--- src/rtl/piso_pkg.sv ---
// Shared definitions for the parallel-in serial-out serializer.
// State encoding, default word width and counter sizing.
package piso_pkg;

   localparam int PISO_WIDTH = 4;

   localparam logic [0:0] ST_IDLE  = 1'b0;
   localparam logic [0:0] ST_SHIFT = 1'b1;

   function automatic int cnt_bits(input int w);
      return (w > 1) ? $clog2(w) : 1;
   endfunction

endpackage

--- src/rtl/serial_bit_counter.sv ---
// Bit position counter for the serializer.
// Reloads to zero on load and saturates at WIDTH-1.
module serial_bit_counter
   import piso_pkg::*;
#(
   parameter int WIDTH = PISO_WIDTH
) (
   input  logic                       CLK,
   input  logic                       Reset_n,
   input  logic                       load,
   input  logic                       en,
   output logic [cnt_bits(WIDTH)-1:0] cnt,
   output logic                       at_last
);

   localparam int CW = cnt_bits(WIDTH);
   localparam logic [CW-1:0] LAST = CW'(WIDTH - 1);

   logic [CW-1:0] r_cnt;
   logic          w_at_last;

   assign w_at_last = (r_cnt == LAST);
   assign cnt       = r_cnt;
   assign at_last   = w_at_last;

   always_ff @(posedge CLK or negedge Reset_n) begin
      if (!Reset_n) begin
         r_cnt <= '0;
      end else if (load) begin
         r_cnt <= '0;
      end else if (en && !w_at_last) begin
         r_cnt <= r_cnt + CW'(1);
      end
   end

endmodule

--- src/rtl/piso_serializer.sv ---
// Parallel-in serial-out serializer with valid/ready input and
// busy/last framing; back-to-back words stream without a gap.
module piso_serializer
   import piso_pkg::*;
#(
   parameter int WIDTH     = PISO_WIDTH,
   parameter bit MSB_FIRST = 1'b1
) (
   input  logic             CLK,
   input  logic             Reset_n,
   input  logic [WIDTH-1:0] din,
   input  logic             din_valid,
   output logic             din_ready,
   output logic             sout,
   output logic             busy,
   output logic             last
);

   localparam int CW = cnt_bits(WIDTH);
   localparam logic [CW-1:0] LAST = CW'(WIDTH - 1);

   logic [0:0]       r_state;
   logic [WIDTH-1:0] r_shreg;
   logic [CW-1:0]    w_cnt;
   logic             w_at_last;
   logic             w_shift;
   logic             w_accept;
   logic             w_head;

   assign w_shift  = (r_state == ST_SHIFT);
   assign w_accept = din_valid & din_ready;
   assign w_head   = MSB_FIRST ? r_shreg[WIDTH-1] : r_shreg[0];

   assign din_ready = !w_shift | w_at_last;
   assign busy      = w_shift;
   assign last      = w_shift & (w_cnt == LAST);
   assign sout      = w_shift & w_head;

   serial_bit_counter #(
      .WIDTH (WIDTH)
   ) u_cnt (
      .CLK     (CLK),
      .Reset_n (Reset_n),
      .load    (w_accept),
      .en      (w_shift),
      .cnt     (w_cnt),
      .at_last (w_at_last)
   );

   always_ff @(posedge CLK or negedge Reset_n) begin
      if (!Reset_n) begin
         r_state <= ST_IDLE;
      end else if (w_accept) begin
         r_state <= ST_SHIFT;
      end else if (w_shift && w_at_last) begin
         r_state <= ST_IDLE;
      end
   end

   // Shift toward the output end; the vacated slot fills with zero.
   always_ff @(posedge CLK or negedge Reset_n) begin
      if (!Reset_n) begin
         r_shreg <= '0;
      end else if (w_accept) begin
         r_shreg <= din;
      end else if (w_shift) begin
         if (MSB_FIRST) begin
            r_shreg <= {r_shreg[WIDTH-2:0], 1'b0};
         end else begin
            r_shreg <= {1'b0, r_shreg[WIDTH-1:1]};
         end
      end
   end

endmodule
--- config.mk ---
export PLATFORM = sky130hd
export DESIGN_NAME = piso_serializer
export DESIGN_NICKNAME = d
export VERILOG_FILES = /design/src/rtl/piso_pkg.sv /design/src/rtl/serial_bit_counter.sv /design/src/rtl/piso_serializer.sv
export SDC_FILE = /design/constraint.sdc
export NUM_CORES = 1
export LEC_CHECK = 0
export BUFFER_PORTS_ARGS = -buffer_cell sky130_fd_sc_hd__buf_2
export CORE_AREA = 5 5 42 44
export CTS_CLUSTER_DIAMETER = 100
export DETAILED_ROUTE_END_ITERATION = 16
export DIE_AREA = 0 0 47 49
export PLACE_DENSITY = 0.59
export SLEW_MARGIN = 20
export SYNTH_ARGS = -nofsm -noshare
export SYNTH_HDL_FRONTEND = slang
export SYNTH_SLANG_ARGS = --single-unit
export TNS_END_PERCENT = 10
--- constraint.sdc ---
create_clock -name CLK -period 1.2 [get_ports CLK]
set_input_delay 0.36 -clock CLK [delete_from_list [all_inputs] [get_ports CLK]]
set_output_delay 0.36 -clock CLK [all_outputs]
set_load 0.005 [all_outputs]
==> Word-level counts from Yosys, hierarchy flattened <==
Cells that the tools add are included.
{ "word_totals": {"regBits": 7, "inputBits": 7, "output_inout_bits": 4} }
{ "op_classes": {"n_addsub": 1, "bitwise": 4, "muxes": 6, "reduce_logical": 7, "eq_ne": 1} }
{ "op_table": {"columns": ["cell", "count"], "rows": [
  ["two-way mux 4 bit", 2],
  ["nonzero test 2 bit", 3],
  ["two-way mux 2 bit", 2],
  ["bitwise AND 1 bit", 3],
  ["adder 2 x 1 -> 2 bit (second input constant)", 1],
  ["equality test 2 bit (second input constant)", 1],
  ["logical AND 1 bit", 2],
  ["logical NOT 1 bit", 2],
  ["two-way mux 1 bit", 2],
  ["OR 1 bit", 1]
]} }

==> Logic depth before layout (Yosys ltp) <==
{ "logic_depth": {"ltp_word": 5, "ltp_mapped": 5, "depth_no_buf": 4} }

==> Modules after synthesis <==
A second synthesis with hierarchy kept.
{ "unflattened": {"hier_cells": 38, "area_unflattened_um2": 410.4} }
{ "modules_own_cells": {"columns": ["mod", "area_per_inst_um2", "cells_each", "instances", "seq_area_each_um2"], "rows": [
  ["piso_serializer", 286.5, 28, 1, 125.1],
  ["serial_bit_counter", 123.9, 10, 1, 50.0]
]} }

==> Worst setup path after synthesis <==
No wires, ideal clock.
{ "synth_timing": {"kind": "register to output", "startpoint": "register u_cnt.r_cnt[0], in the netlist u_cnt.cnt[0]", "endpoint": "output port din_ready", "path_buffers": 1, "arrival_time_ps": 888, "path_stages_with_launch": 4, "required_ps": 840, "setup_slack_ps": -48, "cell_sequence": "dfrtp_1 ha_1 nand2b_1 buf_2"} }
{ "synth_via": {"elab_chain_cells": 2} }
{ "synth_rtl": {"columns": ["item", "line", "text"], "rows": [
  ["start: declaration", "serial_bit_counter.sv:19", "logic [CW-1:0] r_cnt;"],
  ["start signal: assignment", "serial_bit_counter.sv:32", "r_cnt <= r_cnt + CW'(1);"],
  ["equality test 2 bit", "serial_bit_counter.sv:22", "assign w_at_last = (r_cnt == LAST);"],
  ["OR 1 bit", "piso_serializer.sv:34", "assign din_ready = !w_shift | w_at_last;"],
  ["end: declaration", "piso_serializer.sv:13", "output logic din_ready,"]
]} }
Every way passes these cells.

==> Final worst setup path <==
{ "layout_timing": {"startpoint": "register u_cnt.r_cnt[1], in the netlist u_cnt.cnt[1]", "endpoint": "output port din_ready"} }
The elaborated chain is that of the path after synthesis.

==> flow_summary.ini <==
[outcome]
outcome = finished, violations left
violations = negative setup slack

[logic_synthesis]
yosysMostFrequentCell = dfrtp_1
synth_seq_cells = 7
ys_async_sr_fraction = 1.000
yosysTopAreaCell = dfrtp_1
yosys-top-cells-count = 7 x dfrtp_1, 4 x inv_1, 3 x a31oi_1, 3 x mux2_1, 3 x o22ai_1
ys_warn_count = 0
syn_area_per_cell_sq_um = 10.75
ys.flop_type = dfrtp_1
synthTopCellsByArea = dfrtp_1 51%, mux2_1 9.8%, a31oi_1 5.5%, o22ai_1 5.5%, inv_1 4.4%
synth_seq_area_share = 0.5091
synth.net_count = 40
syn-cell-area_sq_um = 344.1
yosys.area.top_type_share = 0.5091
synth_cell_types = 15
synth_edf_count = 0
syn_inst = 32

[timing]
setup_tns_ns = -1.114
finalHoldViolations = 0
fmax_mhz = 692.5
worst_slew_pin_slew_ns = 0.1265
drv_slew = 0
rsz0062_at_grt = true
fin_crit_ns = 1.444
setup-violations-final = 10
fin_skew_ns = 0.003332
min_period_over_period = 1.203
max-slew-margin-rel = 0.9133
fin_ws_ns = -0.2440

[drt]
wl_per_cell_um = 10.96
wl_um = 745
drt_first_iter_violations = 1
ant_nets = 0
drt_pass1_iterations = 2
vias = 294
viasPerCell = 4.324
drc = 0

[layout]
areaGrowthSynthToFinish_pct = 61.82
layout-drive-gt1-share = 0.5000
nFillCells = 151
diodes = 0
nNetsFinal = 61
instances_no_fill = 68

[floorplanning]
die_y_um = 49
start_util = 0.2455
core_sq_um = 1401
num_rows = 14
io_pins = 11
fp.dieArea_sq_um = 2303
die_w_um = 47

[worst_hold_path]
whs_path_depth = 3
hold_path.class = in -> reg
min_to = r_shreg[3]
min-delay-start = din[3]

[clock_tree]
clkTransAtPathRegs_ns = 0.05
h-tree-depth = 1
root_buffer = clkbuf_4
clk_latency_ns = 0.25
cts_made_buffers = 3
clock_sinks = 7
cts_buffer_depth = 2
cts_tree = yes

[setup_path]
worstPathRequired_ns = 0.84
timing.critical_path.from = u_cnt.cnt[1]
startpoint_type = register
r2r-start = u_cnt.cnt[1]
crit_fanout = 2
critPathCaptureType = primary output
reg2reg_slack_ns = -0.11
reg2reg_to = r_shreg[3]
crit_arrival_ns = 1.08
worstSetupPathType = reg -> out
reg2reg_depth = 6

[place]
placedCellCount = 61
portBuffers = 10
dp_hpwl_um = 541.2
place_congestion = 0.6734

[run]
cap_viol_max_count = 0

[pwr]
seq_power_share = 0.280
powerDensity_nw_per_um2 = 2532
power.switching_uw = 439.2
power_frac_comb = 0.575
clkPwrFrac = 0.146
swShare = 0.3115
power.leakage_uw = 0.0002843
ir_worst_vdd_v = 0.001335
p_int_uw = 970.8

[grt]
grt_max_degree = 11
grt_pass1_wl_um = 1179
antenna_found_initial = 0
grt-ovfl-total = 0
grt_usage = 0.07747
grt_pass1_vias = 290
-- per-layer routing --
layer,share of wire,up-vias,GRT usage,wire length (um)
met3,0.044,0,0.04428,33
li1,-,152,-,-
met2,0.57,5,0.1199,424
met1,0.39,137,0.07919,287
met4,0,0,0.04147,0
met5,0,-,0,0
-- how the worst max path moves through the flow --
stage / endpoint / slack [ns] / depth (start not counted)
5_1_grt: din_ready / -0.28 / 3
2_1_floorplan: din_ready / 0.02 / 3
3_3_place_gp: din_ready / 0.01 / 3
3_5_place_dp: din_ready / -0.01 / 3
6_report: din_ready / -0.24 / 3
4_1_cts: din_ready / -0.24 / 3
-- repair_timing --
| item | 4_1_cts | 5_1_grt |
|---|---|---|
| buffers inserted | 2 | 0 |
| resized for setup | 7 | 2 |
| hold buffers | 1 | 0 |
| endpoints found under the hold margin | 7 | 0 |
| endpoints found under the setup margin | 4 | 10 |
| pin swaps | 4 | 0 |
-- cells in the final DEF, fill, tap and decap left out, types with 2 or more instances in the layout --
master	netlist	layout
mux2_1	3	3
clkbuf_4	0	3
o22ai_1	3	2
dfrtp_1	7	7
a31oi_1	3	3
inv_1	4	4
buf_2	1	6
and2_4	0	2
buf_4	0	6
buf_6	0	4
-- per-stage QoR --
stage	instance area (sq um)	total power (uW)	util	hold slack, ns	worst slack (ns)
after detailed placement	465.4	1002	0.3321	0.2034	-0.01365
after floorplan	360.3	742.6	-	0.06441	0.01859
after global placement	465.4	982.1	0.3321	0.2007	0.01213
final	556.8	1410	0.3973	0.3606	-0.2440
after global routing	556.8	1531	0.3973	0.3600	-0.2800
after CTS	546.8	1387	0.3902	0.3612	-0.2432
-- power groups by stage --
| stage | Clock (uW) | Sequential, uW | Combinational [uW] |
|---|---|---|---|
| floorplan | 0 | 401 | 341 |
| global placement | 0 | 389 | 593 |
| detailed placement | 0 | 396 | 606 |
| CTS | 214 | 392 | 782 |
| global route | 230 | 404 | 897 |
| finish | 205 | 395 | 810 |
-- layout make-up --
cell class,count,area (sq um),share of cell area
Clock buffer,4,26.28,0.04719
Inverter,4,15.01,0.02697
Sequential cell,7,175.2,0.3146
Multi-Input combinational cell,19,170.2,0.3056
Tap cell,16,20.02,0.03596
Timing Repair Buffer,18,150.1,0.2697
-- cell families after synthesis --
group / after synthesis / synth area share
fa+ha+maj: 1 / 0.03636
compound gates: 8 / 0.1527
simple gates: 6 / 0.1054
flops: 7 / 0.5091
buf+inv: 6 / 0.06905
mux: 4 / 0.1273
-- worst max-delay path: stages (launching register included) --
cell and delay [ns]:
dfrtp_1 0.38, ha_2 0.20, nand2b_4 0.15, buf_6 0.11
-- sequential cells by signal (all words and copies together) (netlist names) --
register and flops:
u_cnt.cnt 2, busy 1, r_shreg 4
Note: power is estimated with default switching activity, not from simulation.
